===== src/rtl/hazard_ctrl.sv =====
// ---------------------------------------------------------------------------
// hazard_ctrl
//   Pipeline hazard controller for a 5-stage in-order core. Detects load-use
//   hazards and branch/jump redirects from the execute stage, and (optionally)
//   holds the pipeline while a multi-cycle mul/div unit computes.
//
//   Optional feature macro: HAZARD_MULDIV_EN
//     defined   -> ex_is_md launches the multi-cycle unit and the FSM waits in
//                  MD_WAIT until md_done.
//     undefined -> ex_is_md and md_done are ignored, md_start/md_busy stay 0
//                  and the FSM never leaves RUN. All ports remain present.
//
//   Parameters
//     CNT_W        width of the performance counters (default 32)
//
//   Ports
//     clk          sole clock, rising-edge
//     rst          synchronous active-high reset
//     id_*         decode-stage instruction: valid, source indices, source use
//     ex_*         execute-stage instruction: valid, load, mul/div, rd, redirect
//     md_done      multi-cycle result ready (single-cycle pulse)
//     pc_stall, ifid_stall, ifid_flush, idex_stall, idex_flush
//                  pipeline hold / bubble controls (combinational)
//     md_start     one-cycle launch pulse to the multi-cycle unit
//     md_busy      high while the FSM sits in MD_WAIT (also the state view)
//     stall_cnt    cycles with pc_stall asserted, wraps
//     flush_cnt    accepted redirects, wraps
//
//   Handshake: md_start is a single-cycle request; the multi-cycle unit
//   answers with a single-cycle md_done, which is only honoured in MD_WAIT.
// ---------------------------------------------------------------------------
module hazard_ctrl #(
    parameter int CNT_W = 32
) (
    input  logic             clk,
    input  logic             rst,
    input  logic             id_valid,
    input  logic [4:0]       id_rs1,
    input  logic [4:0]       id_rs2,
    input  logic             id_uses_rs1,
    input  logic             id_uses_rs2,
    input  logic             ex_valid,
    input  logic             ex_is_load,
    input  logic             ex_is_md,
    input  logic [4:0]       ex_rd,
    input  logic             ex_redirect,
    input  logic             md_done,
    output logic             pc_stall,
    output logic             ifid_stall,
    output logic             ifid_flush,
    output logic             idex_stall,
    output logic             idex_flush,
    output logic             md_start,
    output logic             md_busy,
    output logic [CNT_W-1:0] stall_cnt,
    output logic [CNT_W-1:0] flush_cnt
);

    localparam logic [0:0] ST_RUN     = 1'b0;
    localparam logic [0:0] ST_MD_WAIT = 1'b1;

    logic [0:0]       state_q, state_d;
    logic [CNT_W-1:0] stall_cnt_q, stall_cnt_d;
    logic [CNT_W-1:0] flush_cnt_q, flush_cnt_d;

    logic lu_hazard;
    logic redirect;
    logic md_req;
    logic md_fin;
    logic flush_acc;

`ifdef HAZARD_MULDIV_EN
    assign md_req = ex_valid & ex_is_md;
    assign md_fin = md_done;
`else
    // Feature absent: never request, and any stray MD_WAIT exits at once.
    logic unused_md;
    assign unused_md = ex_is_md ^ md_done;
    assign md_req    = 1'b0;
    assign md_fin    = 1'b1;
`endif

    // x0 is hardwired zero, so a load targeting it can never create a hazard.
    assign lu_hazard = ex_valid & ex_is_load & (ex_rd != 5'd0) & id_valid &
                       ((id_uses_rs1 & (id_rs1 == ex_rd)) |
                        (id_uses_rs2 & (id_rs2 == ex_rd)));

    assign redirect = ex_valid & ex_redirect;

    always_comb begin
        state_d    = state_q;
        pc_stall   = 1'b0;
        ifid_stall = 1'b0;
        ifid_flush = 1'b0;
        idex_stall = 1'b0;
        idex_flush = 1'b0;
        md_start   = 1'b0;
        md_busy    = 1'b0;
        flush_acc  = 1'b0;

        if (rst) begin
            // Everything quiet during reset; an in-flight wait is abandoned.
            state_d = ST_RUN;
        end else begin
            case (state_q)
                ST_RUN: begin
                    // Priority: redirect > mul/div launch > load-use.
                    if (redirect) begin
                        ifid_flush = 1'b1;
                        idex_flush = 1'b1;
                        flush_acc  = 1'b1;
                    end else if (md_req) begin
                        md_start   = 1'b1;
                        pc_stall   = 1'b1;
                        ifid_stall = 1'b1;
                        idex_stall = 1'b1;
                        state_d    = ST_MD_WAIT;
                    end else if (lu_hazard) begin
                        // Hold IF/ID, insert a bubble into EX; purely
                        // combinational so the stall lasts exactly as long
                        // as the hazard does.
                        pc_stall   = 1'b1;
                        ifid_stall = 1'b1;
                        idex_flush = 1'b1;
                    end
                end
                ST_MD_WAIT: begin
                    // Redirects and load-use are ignored while waiting.
                    md_busy = 1'b1;
                    if (md_fin) begin
                        state_d = ST_RUN;
                    end else begin
                        pc_stall   = 1'b1;
                        ifid_stall = 1'b1;
                        idex_stall = 1'b1;
                    end
                end
                default: state_d = ST_RUN;
            endcase
        end

        stall_cnt_d = stall_cnt_q + CNT_W'(pc_stall);
        flush_cnt_d = flush_cnt_q + CNT_W'(flush_acc);
    end

    always_ff @(posedge clk) begin
        if (rst) begin
            state_q     <= ST_RUN;
            stall_cnt_q <= '0;
            flush_cnt_q <= '0;
        end else begin
            state_q     <= state_d;
            stall_cnt_q <= stall_cnt_d;
            flush_cnt_q <= flush_cnt_d;
        end
    end

    // Counters read as zero for the whole time reset is held, including the
    // first reset cycle before the registers have cleared.
    assign stall_cnt = rst ? '0 : stall_cnt_q;
    assign flush_cnt = rst ? '0 : flush_cnt_q;

endmodule


===== config.mk =====
export PLATFORM = sky130hd
export DESIGN_NAME = hazard_ctrl
export DESIGN_NICKNAME = d
export VERILOG_FILES = /design/src/rtl/hazard_ctrl.sv
export SDC_FILE = /design/constraint.sdc
export NUM_CORES = 1
export LEC_CHECK = 0
export BUFFER_PORTS_ARGS = -buffer_cell sky130_fd_sc_hd__buf_2
export CORE_AREA = 2 2 103 95
export DETAILED_ROUTE_END_ITERATION = 7
export DIE_AREA = 0 0 105 97
export PLACE_DENSITY_LB_ADDON = 0.15
export SYNTH_ARGS = -nofsm -noshare
export SYNTH_HDL_FRONTEND = slang
export SYNTH_SLANG_ARGS = --single-unit

===== constraint.sdc =====
create_clock -name clk -period 8.3 [get_ports clk]
set_input_delay 1.66 -clock clk [delete_from_list [all_inputs] [get_ports clk]]
set_output_delay 1.66 -clock clk [all_outputs]
set_load 0.03 [all_outputs]

Word-level counts from Yosys, hierarchy flattened. Cells that the tools add are included.

Flip-flop bits (word level): 64. Input port bits: 25. Output and inout bits: 71.

$add $sub $neg: 2. Eq/ne operators: 2. Mux-type cells: 9. Bitwise logic cells: 8. Reduce and logical (&&, ||, !) cells: 1.

Operators with widths (count): 32-bit by 1-bit adder with 32-bit output (2); 32-bit two-way mux (2); 5-bit == test (2); 1-bit AND (7); 1-bit two-way mux (7); 5-bit nonzero test (1); 1-bit bitwise OR (1).

Logic depth before layout (Yosys ltp).
Depth after elaboration: 8. Mapped depth: 11. Depth with buffers taken out: 9.

Worst setup path before layout. OpenSTA, ideal clock, no wires.

Path kind: input -> output. Start point: in ex_rd[4]. End point: out pc_stall. Arrival time: 3367 ps. Required time: 6640 ps. Slack: 3273 ps. Stages: 5. Cells stage by stage: xor2_1 nor4_1 a32oi_1 nor3b_1 buf_4.

Longest elaborated chain between the ends: 7.

RTL lines: start: declaration (RTL line 45) `input logic [4:0] ex_rd,`; 5-bit == test (tied with other cells) (RTL line 85) `((id_uses_rs1 & (id_rs1 == ex_rd)) |`; 1-bit AND (on tied branches) (RTL line 85, 84, 86); 1-bit bitwise OR or 1-bit AND (tied branches) (RTL line 85, 84); 1-bit AND (*) (RTL line 84) `assign lu_hazard = ex_valid & ex_is_load & (ex_rd != 5'd0) & id_valid &`; 1-bit two-way mux (*) (3 in a row); end: declaration (RTL line 48) `output logic pc_stall,`.

Mark *: on every way between the ends. The rest lies on a longest branch, timed or not.

Worst setup path in the final report.
Start point: in rst. End point: out flush_cnt[28].

Longest elaborated chain between the ends: 1.

RTL lines: start: declaration (RTL line 36) `input logic rst,`; 32-bit two-way mux (RTL line 161) `assign flush_cnt = rst ? '0 : flush_cnt_q;`; end: declaration (RTL line 56) `output logic [CNT_W-1:0] flush_cnt`.

Every way passes these cells.

==> flow_results.xml <==
<?xml version="1.0" encoding="UTF-8"?>
<metrics>
  <group name="run_status">
    <metric name="run_status" unit="">finished clean</metric>
  </group>
  <group name="pwr">
    <metric name="seq_power_share" unit="%">50.2</metric>
    <metric name="power_per_unit_of_standard_cell_area" unit="nW/um2">145</metric>
    <metric name="static-leakage-power" unit="nW">1.79</metric>
    <metric name="irDropWorstVdd" unit="V">0.0000903</metric>
    <metric name="clockPowerShare" unit="%">45.1</metric>
    <metric name="netSwitchingFraction" unit="%">22.8</metric>
    <metric name="power.combinational.fraction" unit="%">4.7</metric>
    <metric name="power_report.internal_total" unit="W">0.000473</metric>
    <metric name="netSwitchingPower" unit="W">0.000139</metric>
  </group>
  <group name="route">
    <metric name="via_count" unit="">3104</metric>
    <metric name="average_via_count_per_standard_cell" unit="">4.91</metric>
    <metric name="drc" unit="">0</metric>
    <metric name="drt-pass1-iter-count" unit="">4</metric>
    <metric name="postRouteAntennaNets" unit="">0</metric>
    <metric name="wl_per_cell" unit="um">12.5</metric>
    <metric name="drt_iter0_markers" unit="">101</metric>
    <metric name="routed_wirelength" unit="mm">7.88</metric>
  </group>
  <group name="sta">
    <metric name="final.setup.worst_slack" unit="ps">3410</metric>
    <metric name="slew-limit-headroom" unit="%">53.5</metric>
    <metric name="period_needed" unit="ps">4890</metric>
    <metric name="report.final.setup_viol" unit="">0</metric>
    <metric name="grt_setup_unrepaired" unit="">false</metric>
    <metric name="period_share" unit="%">58.9</metric>
    <metric name="tightest_slew" unit="ps">698</metric>
    <metric name="finalClockSkew" unit="ps">11.7</metric>
    <metric name="timing.setup.tns" unit="ps">0</metric>
    <metric name="slew_violations" unit="">0</metric>
    <metric name="maxClockFrequency" unit="MHz">205</metric>
    <metric name="finalHoldViolCount" unit="">0</metric>
  </group>
  <group name="place">
    <metric name="placement.cell_area" unit="um2">4040</metric>
    <metric name="gp_congestion" unit="">0.818</metric>
    <metric name="port_bufs" unit="">90</metric>
    <metric name="hpwl_reported_at_the_end_of_detailed_placement" unit="mm">5.44</metric>
    <metric name="placement.setup.worst_slack" unit="ps">3420</metric>
  </group>
  <group name="global_routing">
    <metric name="grt_first_pass_wirelength" unit="mm">13.1</metric>
    <metric name="antenna_violations_before_repair" unit="">0</metric>
    <metric name="grt_overflow" unit="">0</metric>
    <metric name="pin_count_of_the_biggest_net_entering_global_routing" unit="">75</metric>
    <metric name="grt_util_all_layers" unit="%">15.6</metric>
    <metric name="first_global_vias" unit="">2860</metric>
  </group>
  <group name="clock_network">
    <metric name="ctsHoldBuffers" unit="">0</metric>
    <metric name="clk_path_buf_depth" unit="">2</metric>
    <metric name="clk_pin_slew" unit="ps">70</metric>
    <metric name="clock-sinks" unit="">64</metric>
    <metric name="htreeDepth" unit="">3</metric>
    <metric name="clock_tree_root" unit="">clkbuf_8</metric>
    <metric name="cts_inserted_buffers" unit="">9</metric>
    <metric name="post_cts_setup_bufs" unit="">0</metric>
    <metric name="cts_tree" unit="">done</metric>
    <metric name="clk_latency" unit="ps">340</metric>
    <metric name="post_cts_resized" unit="">0</metric>
  </group>
  <group name="critical_path">
    <metric name="cp_top_family" unit="">buffers and inverters</metric>
    <metric name="crit_slowest_cell" unit="">buf_4</metric>
    <metric name="end_kind" unit="">output port</metric>
    <metric name="path_class" unit="">input port to output port</metric>
    <metric name="crit_arrival" unit="ps">3230</metric>
    <metric name="worst_path_largest_cell_delay" unit="ps">660</metric>
    <metric name="critical_path.cell_chain" unit="">buf_4 -&gt; buf_4 -&gt; nor2b_1 -&gt; buf_2</metric>
    <metric name="critPathMostFrequentCell" unit="">buf_4</metric>
    <metric name="cp_data_required_time" unit="ps">6640</metric>
    <metric name="critical_path_buf_inv_count" unit="">3</metric>
    <metric name="worst_setup_path_start_kind" unit="">input port</metric>
    <metric name="worstPathMaxFanout" unit="">74</metric>
  </group>
  <group name="floorplanning">
    <metric name="top_level_ports" unit="">96</metric>
    <metric name="std_cell_rows" unit="">33</metric>
    <metric name="start_util" unit="%">39.5</metric>
    <metric name="die-width" unit="um">105</metric>
    <metric name="die-height" unit="um">97</metric>
    <metric name="die_area" unit="um2">10200</metric>
    <metric name="design.core.area" unit="um2">9000</metric>
  </group>
  <group name="logic_synthesis">
    <metric name="synth_cells" unit="">430</metric>
    <metric name="synth_cell_types" unit="">38</metric>
    <metric name="synth_seq_area_share" unit="%">36.0</metric>
    <metric name="synth_top_family_by_area" unit="">simple AND/OR/NAND/NOR gates</metric>
    <metric name="synth_simple_gate_area_share" unit="%">37.3</metric>
    <metric name="synth.mux.area_fraction" unit="%">7.60</metric>
    <metric name="synth_area_in_compound_gates" unit="%">4.89</metric>
    <metric name="ys_warn_count" unit="">0</metric>
    <metric name="post_synth_fa_ha_maj_area_fraction" unit="%">1.41</metric>
    <metric name="syn-mean-instance-area" unit="um2">8.27</metric>
    <metric name="synth_xor_area_share" unit="%">7.88</metric>
    <metric name="ys_seq_elements" unit="">64</metric>
    <metric name="syn-cell-area" unit="um2">3550</metric>
  </group>
  <group name="cells_and_area">
    <metric name="syn2layout_area_growth" unit="%">19.2</metric>
    <metric name="layout.cells.most_common_list" unit="">buf_2, dfxtp_1, nor2b_1, nor2_1, xor2_1</metric>
    <metric name="postLayoutCellArea" unit="um2">4240</metric>
    <metric name="final_common_cell" unit="">buf_2</metric>
    <metric name="layout.filler_cells" unit="">929</metric>
    <metric name="antennaDiodeCount" unit="">0</metric>
    <metric name="post_route_cells_drive_above_1_share" unit="%">26.5</metric>
    <metric name="fin_nets" unit="">534</metric>
  </group>
  <group name="run">
    <metric name="max_cap_check_violation_count" unit="">0</metric>
  </group>
  <group name="min_path">
    <metric name="min_path_type" unit="">flop to flop</metric>
  </group>
</metrics>
[per-stage QoR]
stage	hold slack, ps	std cells	power, W	utilization (%)
final	501	632	0.000612	47.1
after CTS	508	632	0.000621	47.1
after global placement	480	616	0.000343	44.8
after global routing	529	632	0.000636	47.1
after detailed placement	497	616	0.000343	44.8
after floorplan	456	432	0.000335	-
[layer usage]
metal  GRT usage [%]  part of all wire [%]  vias to the layer above
met1            19.8                    48                     1422
li1                -                     -                     1618
met3            4.38                   3.8                       10
met5               0                     0                        -
met4            5.95                   1.7                        0
met2            25.0                    46                       54
[cell families (layout without fill, tap and decap cells)]
kind of cell / count (synthesis) / after routing
AOI/OAI and AO/OA: 31 / 31
xor gates and xnor gates: 32 / 32
adders and majority gates: 4 / 4
buffers and inverters: 37 / 115
DFF: 64 / 64
muxes: 24 / 24
other: 1 / 3
and+or+nand+nor: 237 / 237
[power groups by stage]
stage	Sequential, W	Clock (W)	Combinational (W)
floorplan	0.000314	0	0.0000201
global placement	0.000314	0	0.0000281
detailed placement	0.000315	0	0.0000287
CTS	0.000307	0.000285	0.0000288
global route	0.000307	0.000297	0.0000320
finish	0.000307	0.000276	0.0000285
[cell usage after synthesis]
cell type / number / area share, %
a21oi_1: 13 / 1.8
a32oi_1: 1 / 0.25
and2_0: 1 / 0.18
and2_1: 7 / 1.2
and3_1: 3 / 0.53
and4_1: 10 / 2.5
and4_2: 1 / 0.28
and4b_1: 1 / 0.28
buf_1: 3 / 0.32
buf_2: 2 / 0.28
buf_4: 7 / 1.5
clkbuf_1: 16 / 1.7
clkbuf_2: 1 / 0.14
conb_1: 1 / 0.11
dfxtp_1: 64 / 36
ha_1: 4 / 1.4
inv_1: 8 / 0.84
mux2_2: 24 / 7.6
nand2_1: 18 / 1.9
nand2_2: 1 / 0.18
nand3_1: 21 / 3.0
nand4_1: 13 / 2.3
nand4_2: 3 / 1.1
nand4_4: 1 / 0.60
nor2_1: 53 / 5.6
nor2b_1: 62 / 11
nor3_1: 19 / 2.7
nor3b_1: 1 / 0.21
nor4_1: 8 / 1.4
o21ai_0: 12 / 1.7
o21ba_2: 1 / 0.28
o22ai_1: 1 / 0.18
o31a_1: 1 / 0.25
o31ai_1: 2 / 0.42
or3_1: 11 / 1.9
or4_1: 3 / 0.63
xnor2_1: 6 / 1.5
xor2_1: 26 / 6.4
[path summary, 6_finish.rpt]
path	from	end	slack, ps	cells past startpoint
max	rst	flush_cnt[28]	3410	4
min reg2reg	flush_cnt_q[17]$_SDFF_PP0_	flush_cnt_q[17]$_SDFF_PP0_	500	2
max reg2reg	flush_cnt_q[3]$_SDFF_PP0_	flush_cnt_q[29]$_SDFF_PP0_	6110	4
min	flush_cnt_q[17]$_SDFF_PP0_	flush_cnt_q[17]$_SDFF_PP0_	500	2
[tightest hold or removal path: stages, from the launching register on]
cell	delay (ps)
dfxtp_1	330
o21ai_0	70
a21oi_1	60
[layout make-up]
type	instances	area [um2]	area share, %
clock buffers	14	163	3.84
clock inverters	2	37.5	0.886
inverters	8	30.0	0.709
multi-input cells	331	2110	49.9
flip-flops and latches	64	1280	30.2
well taps	122	153	3.60
repair buffers	91	460	10.9
[state kept, by name, indices dropped and copies added (netlist names)]
register and flops:
stall_cnt_q 32, flush_cnt_q 32
Power figures use the tool's default switching activity.
